### src/rtl/wb_pkg.sv
// Shared widths, source encoding and counter limit for the writeback port arbiter.
package wb_pkg;

  localparam int D_SIZE  = 32;
  localparam int RA_SIZE = 5;
  localparam int CNT_W   = 16;

  localparam logic [CNT_W-1:0] CONFLICT_MAX = 16'hFFFF;

  typedef enum logic {
    SRC_ALU = 1'b0,
    SRC_MEM = 1'b1
  } wb_src_e;

endpackage

### src/rtl/wb_port_arbiter_if.sv
// Bundles the two writeback request channels, flush, the register-file write port and the conflict counter.
interface wb_port_arbiter_if #(
  parameter int d_size  = wb_pkg::D_SIZE,
  parameter int ra_size = wb_pkg::RA_SIZE
);

  logic                     a_valid;
  logic [ra_size-1:0]       a_rd;
  logic [d_size-1:0]        a_data;
  logic                     a_ready;

  logic                     m_valid;
  logic [ra_size-1:0]       m_rd;
  logic [d_size-1:0]        m_data;
  logic                     m_ready;

  logic                     flush;

  logic                     rf_we;
  logic [ra_size-1:0]       rf_waddr;
  logic [d_size-1:0]        rf_wdata;
  logic [wb_pkg::CNT_W-1:0] conflict_cnt;

  modport slave (
    input  a_valid, a_rd, a_data,
    input  m_valid, m_rd, m_data,
    input  flush,
    output a_ready, m_ready,
    output rf_we, rf_waddr, rf_wdata,
    output conflict_cnt
  );

  modport master (
    output a_valid, a_rd, a_data,
    output m_valid, m_rd, m_data,
    output flush,
    input  a_ready, m_ready,
    input  rf_we, rf_waddr, rf_wdata,
    input  conflict_cnt
  );

endinterface

### src/rtl/wb_hold_slot.sv
// One pending writeback entry: valid bit plus destination and payload, with load and clear controls.
module wb_hold_slot
  import wb_pkg::*;
#(
  parameter int d_size  = D_SIZE,
  parameter int ra_size = RA_SIZE
) (
  input  logic               clk,
  input  logic               rst,
  input  logic               i_load,
  input  logic               i_clear,
  input  logic [ra_size-1:0] i_rd,
  input  logic [d_size-1:0]  i_data,
  output logic               o_valid,
  output logic [ra_size-1:0] o_rd,
  output logic [d_size-1:0]  o_data
);

  logic               r_valid_p0;
  logic [ra_size-1:0] r_rd_p0;
  logic [d_size-1:0]  r_data_p0;

  // Clear wins so a flush can never be overridden by a same-cycle load.
  always_ff @(posedge clk or negedge rst) begin
    if (!rst) begin
      r_valid_p0 <= 1'b0;
    end else if (i_clear) begin
      r_valid_p0 <= 1'b0;
    end else if (i_load) begin
      r_valid_p0 <= 1'b1;
    end
  end

  always_ff @(posedge clk) begin
    if (i_load) begin
      r_rd_p0   <= i_rd;
      r_data_p0 <= i_data;
    end
  end

  assign o_valid = r_valid_p0;
  assign o_rd    = r_rd_p0;
  assign o_data  = r_data_p0;

endmodule

### src/rtl/wb_port_arbiter.sv
// Merges ALU and load writebacks into a single registered register-file write port, oldest entry first.
module wb_port_arbiter
  import wb_pkg::*;
#(
  parameter int d_size  = D_SIZE,
  parameter int ra_size = RA_SIZE
) (
  input  logic            clk,
  input  logic            rst,
  wb_port_arbiter_if.slave bus
);

  logic               w_a_valid;
  logic [ra_size-1:0] w_a_rd;
  logic [d_size-1:0]  w_a_data;
  logic               w_m_valid;
  logic [ra_size-1:0] w_m_rd;
  logic [d_size-1:0]  w_m_data;

  logic               w_grant_a;
  logic               w_grant_m;
  logic               w_grant_any;
  wb_src_e            w_grant_src;
  logic [ra_size-1:0] w_grant_rd;
  logic [d_size-1:0]  w_grant_data;

  logic               w_a_ready;
  logic               w_m_ready;
  logic               w_a_fill;
  logic               w_m_fill;
  logic               w_a_clear;
  logic               w_m_clear;
  logic               w_conflict;

  logic               r_m_older;
  logic               r_wr_we_p1;
  logic [ra_size-1:0] r_wr_addr_p1;
  logic [d_size-1:0]  r_wr_data_p1;
  logic [CNT_W-1:0]   r_conflict_cnt;

  function automatic logic [CNT_W-1:0] sat_inc(input logic [CNT_W-1:0] v);
    return (v == CONFLICT_MAX) ? v : v + 1'b1;
  endfunction

  // ---- p0: pending slots ----
  wb_hold_slot #(.d_size(d_size), .ra_size(ra_size)) u_slot_a (
    .clk     (clk),
    .rst     (rst),
    .i_load  (w_a_fill),
    .i_clear (w_a_clear),
    .i_rd    (bus.a_rd),
    .i_data  (bus.a_data),
    .o_valid (w_a_valid),
    .o_rd    (w_a_rd),
    .o_data  (w_a_data)
  );

  wb_hold_slot #(.d_size(d_size), .ra_size(ra_size)) u_slot_m (
    .clk     (clk),
    .rst     (rst),
    .i_load  (w_m_fill),
    .i_clear (w_m_clear),
    .i_rd    (bus.m_rd),
    .i_data  (bus.m_data),
    .o_valid (w_m_valid),
    .o_rd    (w_m_rd),
    .o_data  (w_m_data)
  );

  // A flush cycle grants nothing, so the squashed entries never reach the write port.
  always_comb begin
    w_grant_a = 1'b0;
    w_grant_m = 1'b0;
    if (!bus.flush) begin
      if (w_a_valid && w_m_valid) begin
        w_grant_m = r_m_older;
        w_grant_a = ~r_m_older;
      end else begin
        w_grant_a = w_a_valid;
        w_grant_m = w_m_valid;
      end
    end
  end

  always_comb begin
    w_grant_any  = w_grant_a | w_grant_m;
    w_grant_src  = w_grant_m ? SRC_MEM : SRC_ALU;
    w_grant_rd   = (w_grant_src == SRC_MEM) ? w_m_rd   : w_a_rd;
    w_grant_data = (w_grant_src == SRC_MEM) ? w_m_data : w_a_data;
  end

  always_comb begin
    w_a_ready  = rst & ~bus.flush & (~w_a_valid | w_grant_a);
    w_m_ready  = rst & ~bus.flush & (~w_m_valid | w_grant_m);
    w_a_fill   = bus.a_valid & w_a_ready;
    w_m_fill   = bus.m_valid & w_m_ready;
    w_a_clear  = bus.flush | (w_grant_a & ~w_a_fill);
    w_m_clear  = bus.flush | (w_grant_m & ~w_m_fill);
    w_conflict = w_a_valid & w_m_valid;
  end

  // A slot refilled while the other waits becomes the younger one; a joint fill
  // puts the load first because it precedes the ALU op in program order.
  always_ff @(posedge clk or negedge rst) begin
    if (!rst) begin
      r_m_older <= 1'b0;
    end else if (bus.flush) begin
      r_m_older <= 1'b0;
    end else if (w_a_fill && w_m_fill) begin
      r_m_older <= 1'b1;
    end else if (w_m_fill && w_a_valid && !w_grant_a) begin
      r_m_older <= 1'b0;
    end else if (w_a_fill && w_m_valid && !w_grant_m) begin
      r_m_older <= 1'b1;
    end
  end

  // ---- p1: register-file write port ----
  always_ff @(posedge clk or negedge rst) begin
    if (!rst) begin
      r_wr_we_p1   <= 1'b0;
      r_wr_addr_p1 <= '0;
      r_wr_data_p1 <= '0;
    end else begin
      r_wr_we_p1 <= w_grant_any && (w_grant_rd != '0);
      if (w_grant_any) begin
        r_wr_addr_p1 <= w_grant_rd;
        r_wr_data_p1 <= w_grant_data;
      end
    end
  end

  always_ff @(posedge clk or negedge rst) begin
    if (!rst) begin
      r_conflict_cnt <= '0;
    end else if (w_conflict) begin
      r_conflict_cnt <= sat_inc(r_conflict_cnt);
    end
  end

  assign bus.a_ready      = w_a_ready;
  assign bus.m_ready      = w_m_ready;
  assign bus.rf_we        = r_wr_we_p1;
  assign bus.rf_waddr     = r_wr_addr_p1;
  assign bus.rf_wdata     = r_wr_data_p1;
  assign bus.conflict_cnt = r_conflict_cnt;

endmodule
### src/flat_wrapper.sv
// flat-port wrapper written by rule: the top's interface ports become plain ports
module wb_port_arbiter_flat import wb_pkg::*;
#(
  parameter int d_size  = D_SIZE,
  parameter int ra_size = RA_SIZE
)
  (clk, rst, bus_a_valid, bus_a_rd, bus_a_data, bus_m_valid, bus_m_rd, bus_m_data, bus_flush, bus_a_ready, bus_m_ready, bus_rf_we, bus_rf_waddr, bus_rf_wdata, bus_conflict_cnt);
  wb_port_arbiter_if #(.d_size(d_size), .ra_size(ra_size)) bus_i ();
  input  logic clk;
  input  logic rst;
  input wire logic [$bits(bus_i.a_valid)-1:0] bus_a_valid;
  input wire logic [$bits(bus_i.a_rd)-1:0] bus_a_rd;
  input wire logic [$bits(bus_i.a_data)-1:0] bus_a_data;
  input wire logic [$bits(bus_i.m_valid)-1:0] bus_m_valid;
  input wire logic [$bits(bus_i.m_rd)-1:0] bus_m_rd;
  input wire logic [$bits(bus_i.m_data)-1:0] bus_m_data;
  input wire logic [$bits(bus_i.flush)-1:0] bus_flush;
  output wire logic [$bits(bus_i.a_ready)-1:0] bus_a_ready;
  output wire logic [$bits(bus_i.m_ready)-1:0] bus_m_ready;
  output wire logic [$bits(bus_i.rf_we)-1:0] bus_rf_we;
  output wire logic [$bits(bus_i.rf_waddr)-1:0] bus_rf_waddr;
  output wire logic [$bits(bus_i.rf_wdata)-1:0] bus_rf_wdata;
  output wire logic [$bits(bus_i.conflict_cnt)-1:0] bus_conflict_cnt;
  assign bus_i.a_valid = bus_a_valid;
  assign bus_i.a_rd = bus_a_rd;
  assign bus_i.a_data = bus_a_data;
  assign bus_i.m_valid = bus_m_valid;
  assign bus_i.m_rd = bus_m_rd;
  assign bus_i.m_data = bus_m_data;
  assign bus_i.flush = bus_flush;
  assign bus_a_ready = bus_i.a_ready;
  assign bus_m_ready = bus_i.m_ready;
  assign bus_rf_we = bus_i.rf_we;
  assign bus_rf_waddr = bus_i.rf_waddr;
  assign bus_rf_wdata = bus_i.rf_wdata;
  assign bus_conflict_cnt = bus_i.conflict_cnt;
  wb_port_arbiter #(.d_size(d_size), .ra_size(ra_size)) u_core (.clk(clk), .rst(rst), .bus(bus_i));
endmodule
### config.mk
export PLATFORM = sky130hd
export DESIGN_NAME = wb_port_arbiter_flat
export DESIGN_NICKNAME = d
export VERILOG_FILES = /design/src/rtl/wb_pkg.sv /design/src/rtl/wb_port_arbiter_if.sv /design/src/rtl/wb_hold_slot.sv /design/src/rtl/wb_port_arbiter.sv /design/src/flat_wrapper.sv
export SDC_FILE = /design/constraint.sdc
export NUM_CORES = 1
export LEC_CHECK = 0
export BUFFER_PORTS_ARGS = -buffer_cell sky130_fd_sc_hd__buf_2
export CELL_PAD_IN_SITES_DETAIL_PLACEMENT = 1
export CELL_PAD_IN_SITES_GLOBAL_PLACEMENT = 2
export CORE_MARGIN = 3
export CORE_UTILIZATION = 32
export CTS_CLUSTER_SIZE = 30
export DETAILED_ROUTE_END_ITERATION = 12
export GPL_TIMING_DRIVEN = 0
export PLACE_DENSITY_LB_ADDON = 0.25
export SETUP_SLACK_MARGIN = 0.4
export SKIP_LAST_GASP = 1
export SYNTH_ARGS = -nofsm -noshare
export SYNTH_HDL_FRONTEND = slang
export SYNTH_SLANG_ARGS = --single-unit
### constraint.sdc
create_clock -name clk -period 2.3 [get_ports clk]
set_clock_uncertainty 0.2 [all_clocks]
set_input_delay 0.46 -clock clk [delete_from_list [all_inputs] [get_ports clk]]
set_output_delay 0.46 -clock clk [all_outputs]
set_load 0.01 [all_outputs]
==> summary.md, run 1 <==
| Metric | Value |
|---|---|
| Clk network pwr share | around 45% |
| Worst slew pin tran | 599 ps |
| Syn Nets | 416 |
| Total power | 6.34 mW |
| Via Count | between 3000 and 4000 |
| Max-slew headroom | 60.1% |
| Total core area | 14800 µm² |
| Die X | approximately 130 µm |
| Via/cell ratio | roughly 4.7 |
| Internal cell power | between 4 and 5 mW |
| Clk buf depth | 2 |
| Overflow after GRT | 0 |
| CP max-delay cell | dfrtp_1 |
| Crit path DAT | 1300 ps |
| Cell-by-cell trace of the critical path | and2_4 > a21boi_2 > buf_2 |
| Post-DP HPWL | 8190 µm |
| Worst-path maximum fanout | 3 |
| Vias in the first global route | 3655 |
| DRT Wirelength | 12900 µm |
| Sequential area share after synthesis | 73.9% |
| Layout cells sized above 1 | 40.0% |
| Mapped Avg Cell Area | 14.7 µm² |
| RSZ-0062 raised after global routing | yes |
| Sequential Power Share | 44.3% |
| Inserted Clock Buffers | 17 |
| Min Tclk post-route | slightly below 2000 ps |
| Slowest Stage Delay on Critical Path | between 300 and 400 ps |
| DRC viols | 0 |
| Input/output buffers | 134 |
| Worst VDD drop | 0.494 mV |
| Number of distinct library cells after synthesis | 32 |
| Pin count of the biggest net entering global routing | 38 |
| Max Cap Viol | 0 |
| Top Ports | about 140 |
| Number of flops mapped to enable cells by yosys | 74 |
| Initial core utilization | 33.4% |
| DIE AREA | 17000 µm² |
| Mapped Cells | 336 |
| Root Buffer | clkbuf_16 |
| Total GRT Usage | 15.6% |
| Hold Path Class | input port to flop |
| CTS tree | yes |
| Setup tns final | 0 ps |
| Data required time of the worst path | 1640 ps |
| Initial antenna violation count | 0 |
| Syn Std Cell Area | 4940 µm² |
| Yosys Warn Count | 0 |
| Final Cycle Share | 85.2% |
| First-pass GRT wire length | 19600 µm |
| Async SR Flop Fraction | 43.5% |
| Clk sinks | 131 |
| RD Place Congestion | between 0.7 and 0.8 |
| Crit path kind | flop to output pin |
| Nets@finish | 604 |
| Switching part of the total | between 20% and 30% |
| DRT Pass-1 Iters | 4 |
| Lkg Pwr | about 3.3 nW |
| Clk pin slew, worst setup/hold paths | 60 ps |
| Flops & latches, synth | 131 |
| Post-route cell area | 6950 µm² |
| Clock Latency Late Sink | 410 ps |
| Combinational power share | 10.9% |
| # H-tree levels | 4 |
| Slew Limit Fails | 0 |
| Dominant synthesized flop cell | edfxtp_1 |
| CP startpoint kind | flop |
| Most common library cell in the layout ignoring fill and taps | buf_2 |
| Die height | 130 µm |
| Fin. Hold Viols | 0 |
| Pwr/cell area | 913 nW/µm² |
| Psw | 1.49 mW |
| Status | finished, final reports clean |
| Area growth from synthesis to layout | 40.7% |
| DR iter-0 viols | 106 |
| Endpoints failing setup | 0 |
| Post-DRT Antenna Nets | 0 |
| Fmax | 510 MHz |
| Routed len/inst | between 15 and 20 µm |
| CP endpoint kind | output pin |
| Most frequent cells in the layout | 134 x buf_2, 74 x edfxtp_1, 53 x dfrtp_1 |
| # rows | 44 |
| Cell Area, Placed | 5850 µm² |
power by group through the flow:
stage	Clock [mW]	Combinational, mW	Sequential [mW]
floorplan	0	0.187	2.92
global placement	0	0.581	2.86
detailed placement	0	0.600	2.87
CTS	2.92	0.682	2.81
global route	3.02	0.771	2.83
finish	2.85	0.689	2.81
layer usage:
layer	global-route usage (%)	part of all wire (%)	wire length, µm
met1	18.5	41	5270
met5	0	0	0
met4	5.13	1.1	145
met3	5.32	6.1	785
met2	26.7	52	6670
critical path, delay by kind of cell, from the launching register on:
family | cells | cell delay [ps]
buffers and inverters | 1 | 170
flip-flops | 1 | 390
AND/OR/NAND/NOR | 1 | 180
AO/OA/AOI/OAI | 1 | 150
state kept, by name (all words and copies together) (netlist names):
register and cells:
u_core.u_slot_a.o_data 32, u_core.u_slot_a.o_rd 5, u_core.r_m_older 1, u_core.bus.rf_wdata 32
u_core.u_slot_m.o_rd 5, u_core.bus.rf_waddr 5, u_core.bus.rf_we 1, u_core.bus.conflict_cnt 16
u_core.u_slot_m.o_valid 1, u_core.u_slot_a.o_valid 1, u_core.u_slot_m.o_data 32
per-stage QoR:
step | util [%] | instances | hold WS (ps) | setup WS (ps)
finish | 46.9 | 722 | 17.4 | 340
floorplan | - | 336 | -35.6 | 354
global route | 46.9 | 721 | 0.392 | 274
global placement | 39.5 | 654 | 263 | -1180
CTS | 45.4 | 701 | 0.0576 | 309
detailed placement | 39.5 | 654 | 269 | -747
timing repair:
item,in CTS,in global routing
gates cloned,2,1
pin swaps,4,3
hold buffers,3,14
endpoints found under the hold margin,57,14
resized for setup,26,14
buffers inserted,10,5
endpoints found under the setup margin,124,99
worst paths after layout:
check / start / endpoint / slack, ps / cells past startpoint
max in group asynchronous: rst / u_core.bus.conflict_cnt[12]$_DFFE_PN0P_ / 1260 / 2
min: bus_a_data[18] / u_core.u_slot_a.o_data[18]$_DFFE_PP_ / 20 / 1
max reg2reg: u_core.u_slot_m.o_valid$_DFFE_PN0P_ / u_core.u_slot_a.o_data[9]$_DFFE_PP_ / 400 / 4
min in group asynchronous: rst / u_core.bus.rf_wdata[31]$_DFFE_PN0P_ / 430 / 3
min reg2reg: u_core.bus.rf_waddr[0]$_DFFE_PN0P_ / u_core.bus.rf_waddr[0]$_DFFE_PN0P_ / 280 / 2
max: u_core.u_slot_m.o_valid$_DFFE_PN0P_ / bus_m_ready / 340 / 3
cells by family after synthesis:
group                    share of synthesized area [%]
AO/OA/AOI/OAI                                     5.47
XOR/XNOR                                          2.48
AND/OR/NAND/NOR                                   8.74
flip-flops                                        73.9
adder cells (fa/ha/maj)                          0.253
buffers and inverters                             1.39
multiplexers                                      7.80
Yosys cell counts (all sizes together) (2+ instances only):
| master | number | area [µm²] |
|---|---|---|
| buf | 4 | 20.0 |
| nand3 | 2 | 22.5 |
| xor2 | 13 | 114 |
| nor3 | 7 | 35.0 |
| nand4 | 7 | 65.1 |
| clkbuf | 9 | 33.8 |
| nor4 | 3 | 18.8 |
| and2 | 2 | 12.5 |
| and3 | 4 | 25.0 |
| o21ai | 39 | 195 |
| nand2 | 48 | 180 |
| inv | 4 | 15.0 |
| edfxtp | 74 | 2220 |
| mux2i | 37 | 370 |
| dfrtp | 57 | 1430 |
| nor2 | 11 | 41.3 |
| a21oi | 3 | 15.0 |
area by class of cell:
type / instances / area, µm²
buffer: 13 / 90.1
antenna: 1 / 2.50
clock inverter: 13 / 183
inverter: 4 / 18.8
multi-input combinational: 188 / 1260
timing repair buffer: 168 / 1060
fill: 1555 / 7860
tap: 184 / 230
sequential: 131 / 3650
clock buffer: 19 / 443
timing repair inverter: 1 / 7.51
Note: power is estimated with default switching activity, not from simulation.
==> run 2, diff against run 1 <==
CORE_ASPECT_RATIO = 0.9   (was default)
==> run 2 against run 1 <==
Largest cell class unchanged; highest routed layer unchanged; critical endpoint is now bus_a_ready; worst hold slack improved by 4.3 ps; die area is essentially flat; sequential power about the same.
==> summary.md, run 2 (synthesis gave the netlist of run 1 again) <==
| Metric | Value |
|---|---|
| First-pass GRT wire length | slightly above 20000 µm |
| RD Place Congestion | 0.772 |
| DR iter-0 viols | 149 |
| Placed insts | 668 |
| Initial core utilization | between 30% and 40% |
| Total GRT Usage | 16.5% |
| Crit path DAT | approximately 1300 ps |
| Inserted Clock Buffers | 17 |
| Overflow after GRT | 0 |
| Data required time of the worst path | between 1500 and 2000 ps |
| Reg2Reg Launch Point | u_core.u_slot_a.o_valid$_DFFE_PN0P_ |
| Clk sinks | 131 |
| Max-slew headroom | 61.3% |
| Setup tns final | 0 ps |
| Depth of the worst hold-timing path | 1 |
| Initial antenna violation count | 0 |
| Die height | 124 µm |
| Final Cycle Share | a little under nine tenths |
| Worst slew pin tran | ~580 ps |
| Max Cap Viol | 0 |
| Met2 Wirelength | 6760 µm |
| Filler cells | 1554 |
| DRT Wirelength | 13200 µm |
| R2R cell count | 4 |
| Worst VDD drop | 0.532 mV |
| Worst Setup SP | u_core.u_slot_m.o_valid$_DFFE_PN0P_ |
| Fin. Hold Viols | 0 |
| DIE AREA | around 17000 µm² |
| Clk buf depth | 2 |
| Core Util, Final | 49.3% |
| Routed len/inst | 17.2 µm |
| Uppermost layer routed | met4 |
| CP endpoint kind | output pin |
| Fmax | just over 500 MHz |
| Nets@finish | between 600 and 700 |
| Via/cell ratio | 4.50 |
| Endpoints failing setup | 0 |
| Post-DRT Antenna Nets | 0 |
| Status | finished, final reports clean |
| Met1 Wirelength | 5470 µm |
| Vias in the first global route | approximately 4000 |
| # rows | 42 |
| Clock Latency Late Sink | 420 ps |
| DRT Pass-1 Iters | 4 |
| CP startpoint kind | flop |
| Non-filler cells, final | slightly below 800 |
| Top Ports | 135 |
| Die X | 137 µm |
| Slew Limit Fails | 0 |
| # H-tree levels | 4 |
| Pwr/cell area | 861 nW/µm² |
| Input/output buffers | 134 |
| Switching part of the total | between 20% and 30% |
| Area growth from synthesis to layout | 49.0% |
| DR WL met3 | 801 µm |
| RSZ-0062 raised after global routing | yes |
| Reg-to-reg setup timing slack | 410 ps |
| Post-DP HPWL | 8060 µm |
| Clk pin slew, worst setup/hold paths | 60 ps |
| Most common library cell in the layout ignoring fill and taps | buf_2 |
| Worst-path maximum fanout | 3 |
| Total core area | 14900 µm² |
| Sequential Power Share | 44.3% |
| Internal cell power | 4.78 mW |
| Min Tclk post-route | 1960 ps |
| Via Count | between 3000 and 4000 |
| Total power | 6.33 mW |
| Psw | approximately 1.6 mW |
| Layout cells sized above 1 | 38.3% |
| Lkg Pwr | 3.44 nW |
| DRC viols | 0 |
| Crit path kind | flop to output pin |
| Ant. Diodes | 0 |
| CTS tree | yes |
| Pin count of the biggest net entering global routing | 38 |
| Clk network pwr share | 43.8% |
| Hold Path Class | input port to flop |
| Hold Crit Start | bus_a_data[19] |
| Most frequent cells in the layout | 132 x buf_2, 74 x edfxtp_1, 53 x dfrtp_1 |
| Combinational power share | 11.9% |
| Cell Area, Placed | 5870 µm² |
| Root Buffer | clkbuf_16 |
| Post-route cell area | 7360 µm² |
run 2: path summary, 6_finish.rpt:
path	endpoint
worst max-delay path	bus_a_ready
worst min-delay path	u_core.u_slot_a.o_data[19]$_DFFE_PP_
worst min register to register	u_core.bus.rf_wdata[29]$_DFFE_PN0P_
worst max register to register	u_core.u_slot_a.o_data[16]$_DFFE_PP_
min in group asynchronous	u_core.bus.rf_wdata[5]$_DFFE_PN0P_
max in group asynchronous	u_core.bus.conflict_cnt[5]$_DFFE_PN0P_
run 2: routing by layer:
layer,GRT usage [%],vias to the layer above
met2,27.9,88
li1,-,1664
met4,5.92,0
met1,19.3,1699
met3,6.02,16
met5,0,-
run 2: critical path: stages (launching register included):
cell and delay [ps]:
dfrtp_1 370, and2_4 190, nand2_4 50, and2_4 160
buf_6 110
run 2: through the flow:
stage               hold WS, ps  worst slack, ps
floorplan                 -35.6              354
global placement            259            -1190
detailed placement          270             -695
CTS                      0.0763              310
global route              0.837              288
finish                     21.8              342
run 2: timing repair:
action | in CTS | in global routing
setup buffers | 14 | 2
gates resized for setup | 32 | 37
pin swaps | 4 | 3
hold endpoints to repair | 103 | 3
hold buffers | 49 | 3
setup endpoints to repair | 125 | 87
gates cloned | 2 | 0
run 2: cell type report:
type | count | area, µm² | area share, %
Tap cell | 198 | 248 | 3.37
Clock buffer | 18 | 429 | 5.83
Timing Repair Buffer | 203 | 1410 | 19.1
Clock inverter | 14 | 174 | 2.36
Buffer | 13 | 118 | 1.60
Sequential cell | 131 | 3650 | 49.7
Multi-Input combinational cell | 188 | 1310 | 17.7
Timing Repair inverter | 1 | 7.51 | 0.102
Inverter | 4 | 18.8 | 0.255
run 2: power by group through the flow:
stage | combinational (mW) | clock (mW) | sequential, mW
after floorplan | 0.187 | 0 | 2.92
after global placement | 0.585 | 0 | 2.86
after detailed placement | 0.608 | 0 | 2.87
after CTS | 0.751 | 2.85 | 2.81
after global routing | 0.834 | 2.96 | 2.83
final | 0.752 | 2.77 | 2.81
